$ cat config.mk
export PLATFORM = sky130hd
export DESIGN_NAME = fetch_stage_flat
export DESIGN_NICKNAME = d
export VERILOG_FILES = /design/src/rtl/fetch_stage_if.sv /design/src/rtl/fetch_stage.sv /design/src/flat_wrapper.sv
export SDC_FILE = /design/constraint.sdc
export NUM_CORES = 1
export LEC_CHECK = 0
export ABC_AREA = 1
export CAP_MARGIN = 15
export CORE_UTILIZATION = 49
export DETAILED_ROUTE_END_ITERATION = 10
export GPL_TIMING_DRIVEN = 1
export PLACE_DENSITY = 0.9
export SLEW_MARGIN = 25
export SYNTH_ARGS = -nofsm -noshare
export SYNTH_HDL_FRONTEND = slang
export SYNTH_SLANG_ARGS = --single-unit
$ cat constraint.sdc
create_clock -name clk -period 5.4 [get_ports clk]
set_input_delay 0.54 -clock clk [delete_from_list [all_inputs] [get_ports clk]]
set_output_delay 0.54 -clock clk [all_outputs]
set_load 0.01 [all_outputs]
$ cat src/rtl/fetch_stage_if.sv
// ---------------------------------------------------------------------------
// fetch_stage_if
//   Instruction-memory request/response bundle between the fetch stage and
//   the instruction memory.
//
//   imem_req    fetch request valid (fetch side drives)
//   imem_addr   fetch address (fetch side drives)
//   imem_ready  memory returns imem_rdata this cycle (memory drives)
//   imem_rdata  instruction word (memory drives)
//
//   modport master : fetch stage view
//   modport slave  : instruction memory view
// ---------------------------------------------------------------------------
interface fetch_stage_if;
    logic        imem_req;
    logic [31:0] imem_addr;
    logic        imem_ready;
    logic [31:0] imem_rdata;

    modport master (
        output imem_req,
        output imem_addr,
        input  imem_ready,
        input  imem_rdata
    );

    modport slave (
        input  imem_req,
        input  imem_addr,
        output imem_ready,
        output imem_rdata
    );
endinterface

$ cat src/rtl/fetch_stage.sv
// ---------------------------------------------------------------------------
// fetch_stage
//   Instruction-fetch stage of a 5-stage MIPS pipeline: PC register,
//   instruction-memory handshake, one-entry fetch buffer and the IF/ID
//   pipeline register.
//
//   Parameters
//     RESET_PC      PC loaded on reset
//     NOP_INSTR     word placed in IF/ID for a bubble or flush
//
//   Ports
//     clk           pipeline clock, rising edge
//     reset         asynchronous, active-high
//     PCWrite       0 = hold PC (hazard stall)
//     IFIDWrite     0 = hold IF/ID (hazard stall)
//     BranchTaken   redirect PC and flush IF/ID (honoured only with PCWrite)
//     BranchTarget  redirect address; bits [1:0] forced to 0
//     imem          fetch_stage_if.master instruction-memory handshake
//     PC            current fetch PC
//     IFID_PC4      PC+4 of the instruction in IF/ID
//     IFID_Instr    instruction in IF/ID
//     IFID_Valid    1 = real instruction, 0 = bubble
//     fetch_stall   1 = waiting on instruction memory
//     BubbleCnt     saturating count of bubbles loaded into IF/ID
//                   (present only when FETCH_PERF_EN is defined)
//
//   Optional feature macro: FETCH_PERF_EN
// ---------------------------------------------------------------------------
module fetch_stage #(
    parameter logic [31:0] RESET_PC  = 32'h0000_0000,
    parameter logic [31:0] NOP_INSTR = 32'h0000_0000
) (
    input  logic                clk,
    input  logic                reset,
    input  logic                PCWrite,
    input  logic                IFIDWrite,
    input  logic                BranchTaken,
    input  logic [31:0]         BranchTarget,
    fetch_stage_if.master       imem,
    output logic [31:0]         PC,
    output logic [31:0]         IFID_PC4,
    output logic [31:0]         IFID_Instr,
    output logic                IFID_Valid,
`ifdef FETCH_PERF_EN
    output logic                fetch_stall,
    output logic [31:0]         BubbleCnt
`else
    output logic                fetch_stall
`endif
);

    // REQ: request outstanding. BUF: fetched word parked, IF/ID stalled.
    typedef enum logic {REQ, BUF} state_t;

    state_t      state_q, state_d;
    logic [31:0] pc_d;
    logic [31:0] ifid_pc4_d, ifid_instr_d;
    logic        ifid_valid_d;
    logic [31:0] buf_pc4_q, buf_pc4_d;
    logic [31:0] buf_instr_q, buf_instr_d;
    logic        load_bubble;

    logic        adv;
    logic        redirect;
    logic [31:0] pc_plus4;

    // A stall on either side holds the PC, so PC never runs ahead of IF/ID.
    assign adv      = PCWrite & IFIDWrite;
    // A branch stalled in ID (PCWrite=0) must not redirect yet.
    assign redirect = BranchTaken & PCWrite;
    // 32-bit add wraps naturally: 32'hFFFF_FFFC -> 32'h0000_0000.
    assign pc_plus4 = PC + 32'd4;

    assign imem.imem_req  = (state_q == REQ);
    assign imem.imem_addr = PC;
    assign fetch_stall    = (state_q == REQ) && !imem.imem_ready;

    // NOTE: every signal written here gets a hold/default value first so no
    // path leaves it unassigned, which would otherwise infer a latch.
    always_comb begin
        state_d      = state_q;
        pc_d         = PC;
        ifid_pc4_d   = IFID_PC4;
        ifid_instr_d = IFID_Instr;
        ifid_valid_d = IFID_Valid;
        buf_pc4_d    = buf_pc4_q;
        buf_instr_d  = buf_instr_q;
        load_bubble  = 1'b0;

        if (redirect) begin
            // Redirect wins over everything; a same-cycle imem_ready is dropped
            // and any parked word is discarded by returning to REQ.
            pc_d         = {BranchTarget[31:2], 2'b00};
            ifid_pc4_d   = 32'h0000_0000;
            ifid_instr_d = NOP_INSTR;
            ifid_valid_d = 1'b0;
            state_d      = REQ;
            load_bubble  = 1'b1;
        end else begin
            case (state_q)
                REQ: begin
                    if (imem.imem_ready) begin
                        if (adv) begin
                            ifid_pc4_d   = pc_plus4;
                            ifid_instr_d = imem.imem_rdata;
                            ifid_valid_d = 1'b1;
                            pc_d         = pc_plus4;
                        end else begin
                            // Memory will not replay, so park the word.
                            buf_pc4_d   = pc_plus4;
                            buf_instr_d = imem.imem_rdata;
                            state_d     = BUF;
                        end
                    end else if (IFIDWrite) begin
                        ifid_pc4_d   = 32'h0000_0000;
                        ifid_instr_d = NOP_INSTR;
                        ifid_valid_d = 1'b0;
                        load_bubble  = 1'b1;
                    end
                end
                BUF: begin
                    if (adv) begin
                        ifid_pc4_d   = buf_pc4_q;
                        ifid_instr_d = buf_instr_q;
                        ifid_valid_d = 1'b1;
                        pc_d         = pc_plus4;
                        state_d      = REQ;
                    end
                end
            endcase
        end
    end

    // NOTE: sequential state uses non-blocking assignments so every register
    // samples the pre-edge values computed above.
    always_ff @(posedge clk or posedge reset) begin
        if (reset) begin
            state_q     <= REQ;
            PC          <= RESET_PC;
            IFID_PC4    <= 32'h0000_0000;
            IFID_Instr  <= NOP_INSTR;
            IFID_Valid  <= 1'b0;
            buf_pc4_q   <= 32'h0000_0000;
            buf_instr_q <= NOP_INSTR;
        end else begin
            state_q     <= state_d;
            PC          <= pc_d;
            IFID_PC4    <= ifid_pc4_d;
            IFID_Instr  <= ifid_instr_d;
            IFID_Valid  <= ifid_valid_d;
            buf_pc4_q   <= buf_pc4_d;
            buf_instr_q <= buf_instr_d;
        end
    end

`ifdef FETCH_PERF_EN
    // Saturating bubble counter (imem wait or flush).
    always_ff @(posedge clk or posedge reset) begin
        if (reset) begin
            BubbleCnt <= 32'h0000_0000;
        end else if (load_bubble && (BubbleCnt != 32'hFFFF_FFFF)) begin
            BubbleCnt <= BubbleCnt + 32'd1;
        end
    end
`else
    logic unused_bubble;
    assign unused_bubble = load_bubble;
`endif

endmodule

$ cat src/flat_wrapper.sv
// flat-port wrapper written by rule: the top's interface ports become plain ports
module fetch_stage_flat 
#(
    parameter logic [31:0] RESET_PC  = 32'h0000_0000,
    parameter logic [31:0] NOP_INSTR = 32'h0000_0000
)
  (clk, reset, PCWrite, IFIDWrite, BranchTaken, BranchTarget, PC, IFID_PC4, IFID_Instr, IFID_Valid, fetch_stall, imem_imem_req, imem_imem_addr, imem_imem_ready, imem_imem_rdata);
  fetch_stage_if imem_i ();
  input  logic clk;
  input  logic reset;
  input  logic PCWrite;
  input  logic IFIDWrite;
  input  logic BranchTaken;
  input  logic [31:0] BranchTarget;
  output logic [31:0] PC;
  output logic [31:0] IFID_PC4;
  output logic [31:0] IFID_Instr;
  output logic IFID_Valid;
  output logic fetch_stall;
  output wire logic [$bits(imem_i.imem_req)-1:0] imem_imem_req;
  output wire logic [$bits(imem_i.imem_addr)-1:0] imem_imem_addr;
  input wire logic [$bits(imem_i.imem_ready)-1:0] imem_imem_ready;
  input wire logic [$bits(imem_i.imem_rdata)-1:0] imem_imem_rdata;
  assign imem_imem_req = imem_i.imem_req;
  assign imem_imem_addr = imem_i.imem_addr;
  assign imem_i.imem_ready = imem_imem_ready;
  assign imem_i.imem_rdata = imem_imem_rdata;
  fetch_stage #(.RESET_PC(RESET_PC), .NOP_INSTR(NOP_INSTR)) u_core (.clk(clk), .reset(reset), .PCWrite(PCWrite), .IFIDWrite(IFIDWrite), .BranchTaken(BranchTaken), .BranchTarget(BranchTarget), .imem(imem_i), .PC(PC), .IFID_PC4(IFID_PC4), .IFID_Instr(IFID_Instr), .IFID_Valid(IFID_Valid), .fetch_stall(fetch_stall));
endmodule
==> impl_metrics.csv <==
group,metric,value,unit
outcome,status,"finished, final reports clean",
layout,drive_gt1_share,6.60,%
floorplanning,ios,201,
synthesis,syn_area,7810,um2
global_route,grt-ovfl-total,0,
sta,post-route-min-period,3010,ps
layout,syn2layout_area_growth,31.6,%
global_route,grtUsageTotal,27.3,%
clock_tree,cts.sinks,157,
clock_tree,cts-buffers-inserted,17,
placement,dpl.cell_count,1316,
detailed_routing,dr.pass1.iters,5,
floorplanning,die_w,128,um
global_route,grt_pass1_vias,7056,
hold_path,worstHoldPathCells,2,
floorplanning,fp.dieH,128,um
sta,worst_pin_slew,939,ps
floorplanning,dieArea,16500,um2
sta,timing.setup.tns,0,ps
synthesis,synth_top_area_cell,"dfrtp_1",
sta,rsz0062_at_grt,"no",
detailed_routing,viasPerCell,5.23,
sta,fin_ws,2390,ps
synthesis,syn_avg_cell_area,7.97,um2
sta,setup_viol,0,
sta,timing.fmax,332,MHz
clock_tree,postCtsSetupRepairBufs,0,
worst_setup_path,cpMaxStageDelayCell,"clkinv_1",
synthesis,ys_seq_area_share,50.3,%
power,power_density,394,nW/um2
detailed_routing,wl,21300,um
detailed_routing,drtIter0Drc,537,
sta,maxSlewViolCount,0,
placement,dpl.hpwl,13900,um
power,vdd_drop_max,0.229,mV
worst_setup_path,rr_worst_depth,8,
power,p_leak,4.95,nW
floorplanning,rows,45,
clock_tree,clock_latency,430,ps
placement,place.gp.congestion,0.925,
flow_run,drv_cap,0,
clock_tree,ctsHoldBuffers,0,
worst_setup_path,cp.buffers_inverters,2,
clock_tree,cts_tree,"yes",
synthesis,synthTopCellsByArea,"dfrtp_1 (50%), nand2_1 (21%), buf_4 (3.6%), o21ai_0 (3.2%), a22oi_1 (3.1%)",
sta,clock_skew,6.86,ps
sta,timing.final.crit_share,55.8,%
worst_setup_path,critical_path.cell_chain,"buf_4 > nor2_2 > nand2_1 > nand3_1 > nand2_1 > clkinv_1 > nand3_1 > o311ai_0",
synthesis,synth.distinct_cells,33,
clock_tree,clock-root-buffer,"clkbuf_16",
worst_setup_path,cp-end-kind,"flop",
clock_tree,cts.clk_slew.worst_paths,70,ps
worst_setup_path,cp.arrival,3270,ps
synthesis,yosysWarnings,0,
detailed_routing,wl_per_cell,15.8,um
clock_tree,clock_path_buffers,2,
layout,finish.net_count,1195,
worst_setup_path,worst_setup_path_start_kind,"flop",
worst_setup_path,crit_family,"buffers and inverters",
global_route,grt_pass1_wl,34900,um
worst_setup_path,cp_max_fo,64,
global_route,grt_start_max_net_pins,114,
detailed_routing,vias,7056,
layout,antenna_cells,0,
worst_setup_path,worstPathRequired,5660,ps
placement,preCtsSetupSlack,2220,ps
worst_setup_path,crit_cells,8,
synthesis,synth_cells,980,
floorplanning,start_util,50.8,%
detailed_routing,drc,0,
worst_setup_path,critical_path_class,"reg2reg",
hold_path,hp-class,"reg2reg",
detailed_routing,ant_nets,0,
worst_setup_path,critical-path-max-stage-delay,740,ps
clock_tree,htree_num_levels,4,
clock_tree,cts_resized,0,
placement,io_buffers,194,
floorplanning,core,15400,um2
synthesis,synth.top_cell.area_share,50.3,%
global_route,antenna_found_initial,0,
sta,relSlewSlack,37.0,%
sta,hold_violations,0,
synthesis,ys_seq_elements,157,
layout,final_cells,1348,
sta,whs,474,ps
power,p_total,0.00405,W
[power by group]
part	leakage (nW)	internal, W	switching, W
clock network	0.313	0.000815	0.000502
logic	2.70	0.000535	0.000584
registers	1.94	0.00142	0.000200
[cells in the final DEF, fill, tap and decap left out, types with 2 or more instances in the layout]
cell type,n
a21oi_1,15
a22o_1,3
a22oi_1,32
a31oi_1,2
and2_1,3
buf_4,6
bufinv_16,4
clkbuf_16,17
clkbuf_8,3
clkdlybuf4s50_1,194
clkinv_4,3
clkinvlp_4,2
conb_1,4
dfrtp_1,156
inv_1,54
inv_2,4
inv_6,2
nand2_1,438
nand2_2,5
nand3_1,18
nor2_1,47
nor2_2,5
nor2_4,10
nor2_8,2
o21ai_0,50
o21ai_1,10
o21bai_1,8
o221ai_1,4
o22ai_1,10
o311ai_0,2
xnor2_1,2
xor2_1,6
xor2_2,7
[logic make-up after synthesis]
family	Yosys count	synth area share, %
DFF	157	50.3
buffers and inverters	139	8.71
and+or+nand+nor	529	27.6
other	1	0.0480
AOI/OAI and AO/OA	138	10.8
xor gates and xnor gates	15	2.35
adders and majority gates	1	0.160
[tightest hold or removal path, delay by kind of cell (launching register included)]
kind	cells	cell delay, ps
and+or+nand+nor	2	110
DFF	1	340
[per-stage QoR]
step           utilization, %  area [um2]
6_report                 66.9       10300
5_1_grt                  66.9       10300
4_1_cts                  66.9       10300
3_5_place_dp             62.7        9630
3_3_place_gp             62.6        9630
2_1_floorplan               -        7820
[final timing paths]
check / from / endpoint / slack, ps
setup reg to reg: u_core.state_q / u_core.IFID_PC4[2] / 2390
max in group asynchronous: reset / u_core.buf_instr_q[7] / 3680
hold reg to reg: u_core.buf_instr_q[6] / u_core.buf_instr_q[6] / 470
min in group asynchronous: reset / u_core.IFID_Instr[24] / 670
hold / removal: u_core.buf_instr_q[6] / u_core.buf_instr_q[6] / 470
setup / recovery: u_core.state_q / u_core.IFID_PC4[2] / 2390
[final cells by class]
class,count,area [um2]
timing repair buffer,200,1990
multi-input combinational,687,3210
fill,1240,5090
clock buffer,20,467
sequential,157,3930
clock inverter,12,184
inverter,61,239
tap,211,264
[state kept, by name (all words and copies together) (netlist names)]
| signal | count |
|---|---|
| u_core.IFID_Instr | 32 |
| u_core.IFID_PC4 | 31 |
| u_core.IFID_Valid | 1 |
| u_core.PC | 30 |
| u_core.buf_instr_q | 32 |
| u_core.buf_pc4_q | 30 |
| u_core.state_q | 1 |
[Yosys cell counts, drive strengths merged]
master and n:
o22ai 10, o221ai 4, nand3 18, a22o 3, clkbuf 20, xor2 13, dfrtp 157, conb 1
o21ai 60, and2 3, ha 1, a211oi 1, buf 58, o21bai 8, inv 61, o311ai 2
o211a 1, xnor2 2, nor2 64, a21oi 15, a31oi 2, nand2 444, a22oi 32
[layer usage]
layer,share of wire (%),vias up,GRT usage (%)
li1,-,3348,-
met1,41,3376,33.4
met2,49,295,46.2
met3,8.3,37,7.35
met4,2.1,0,10.1
met5,0,-,0
Power figures use the tool's default switching activity.
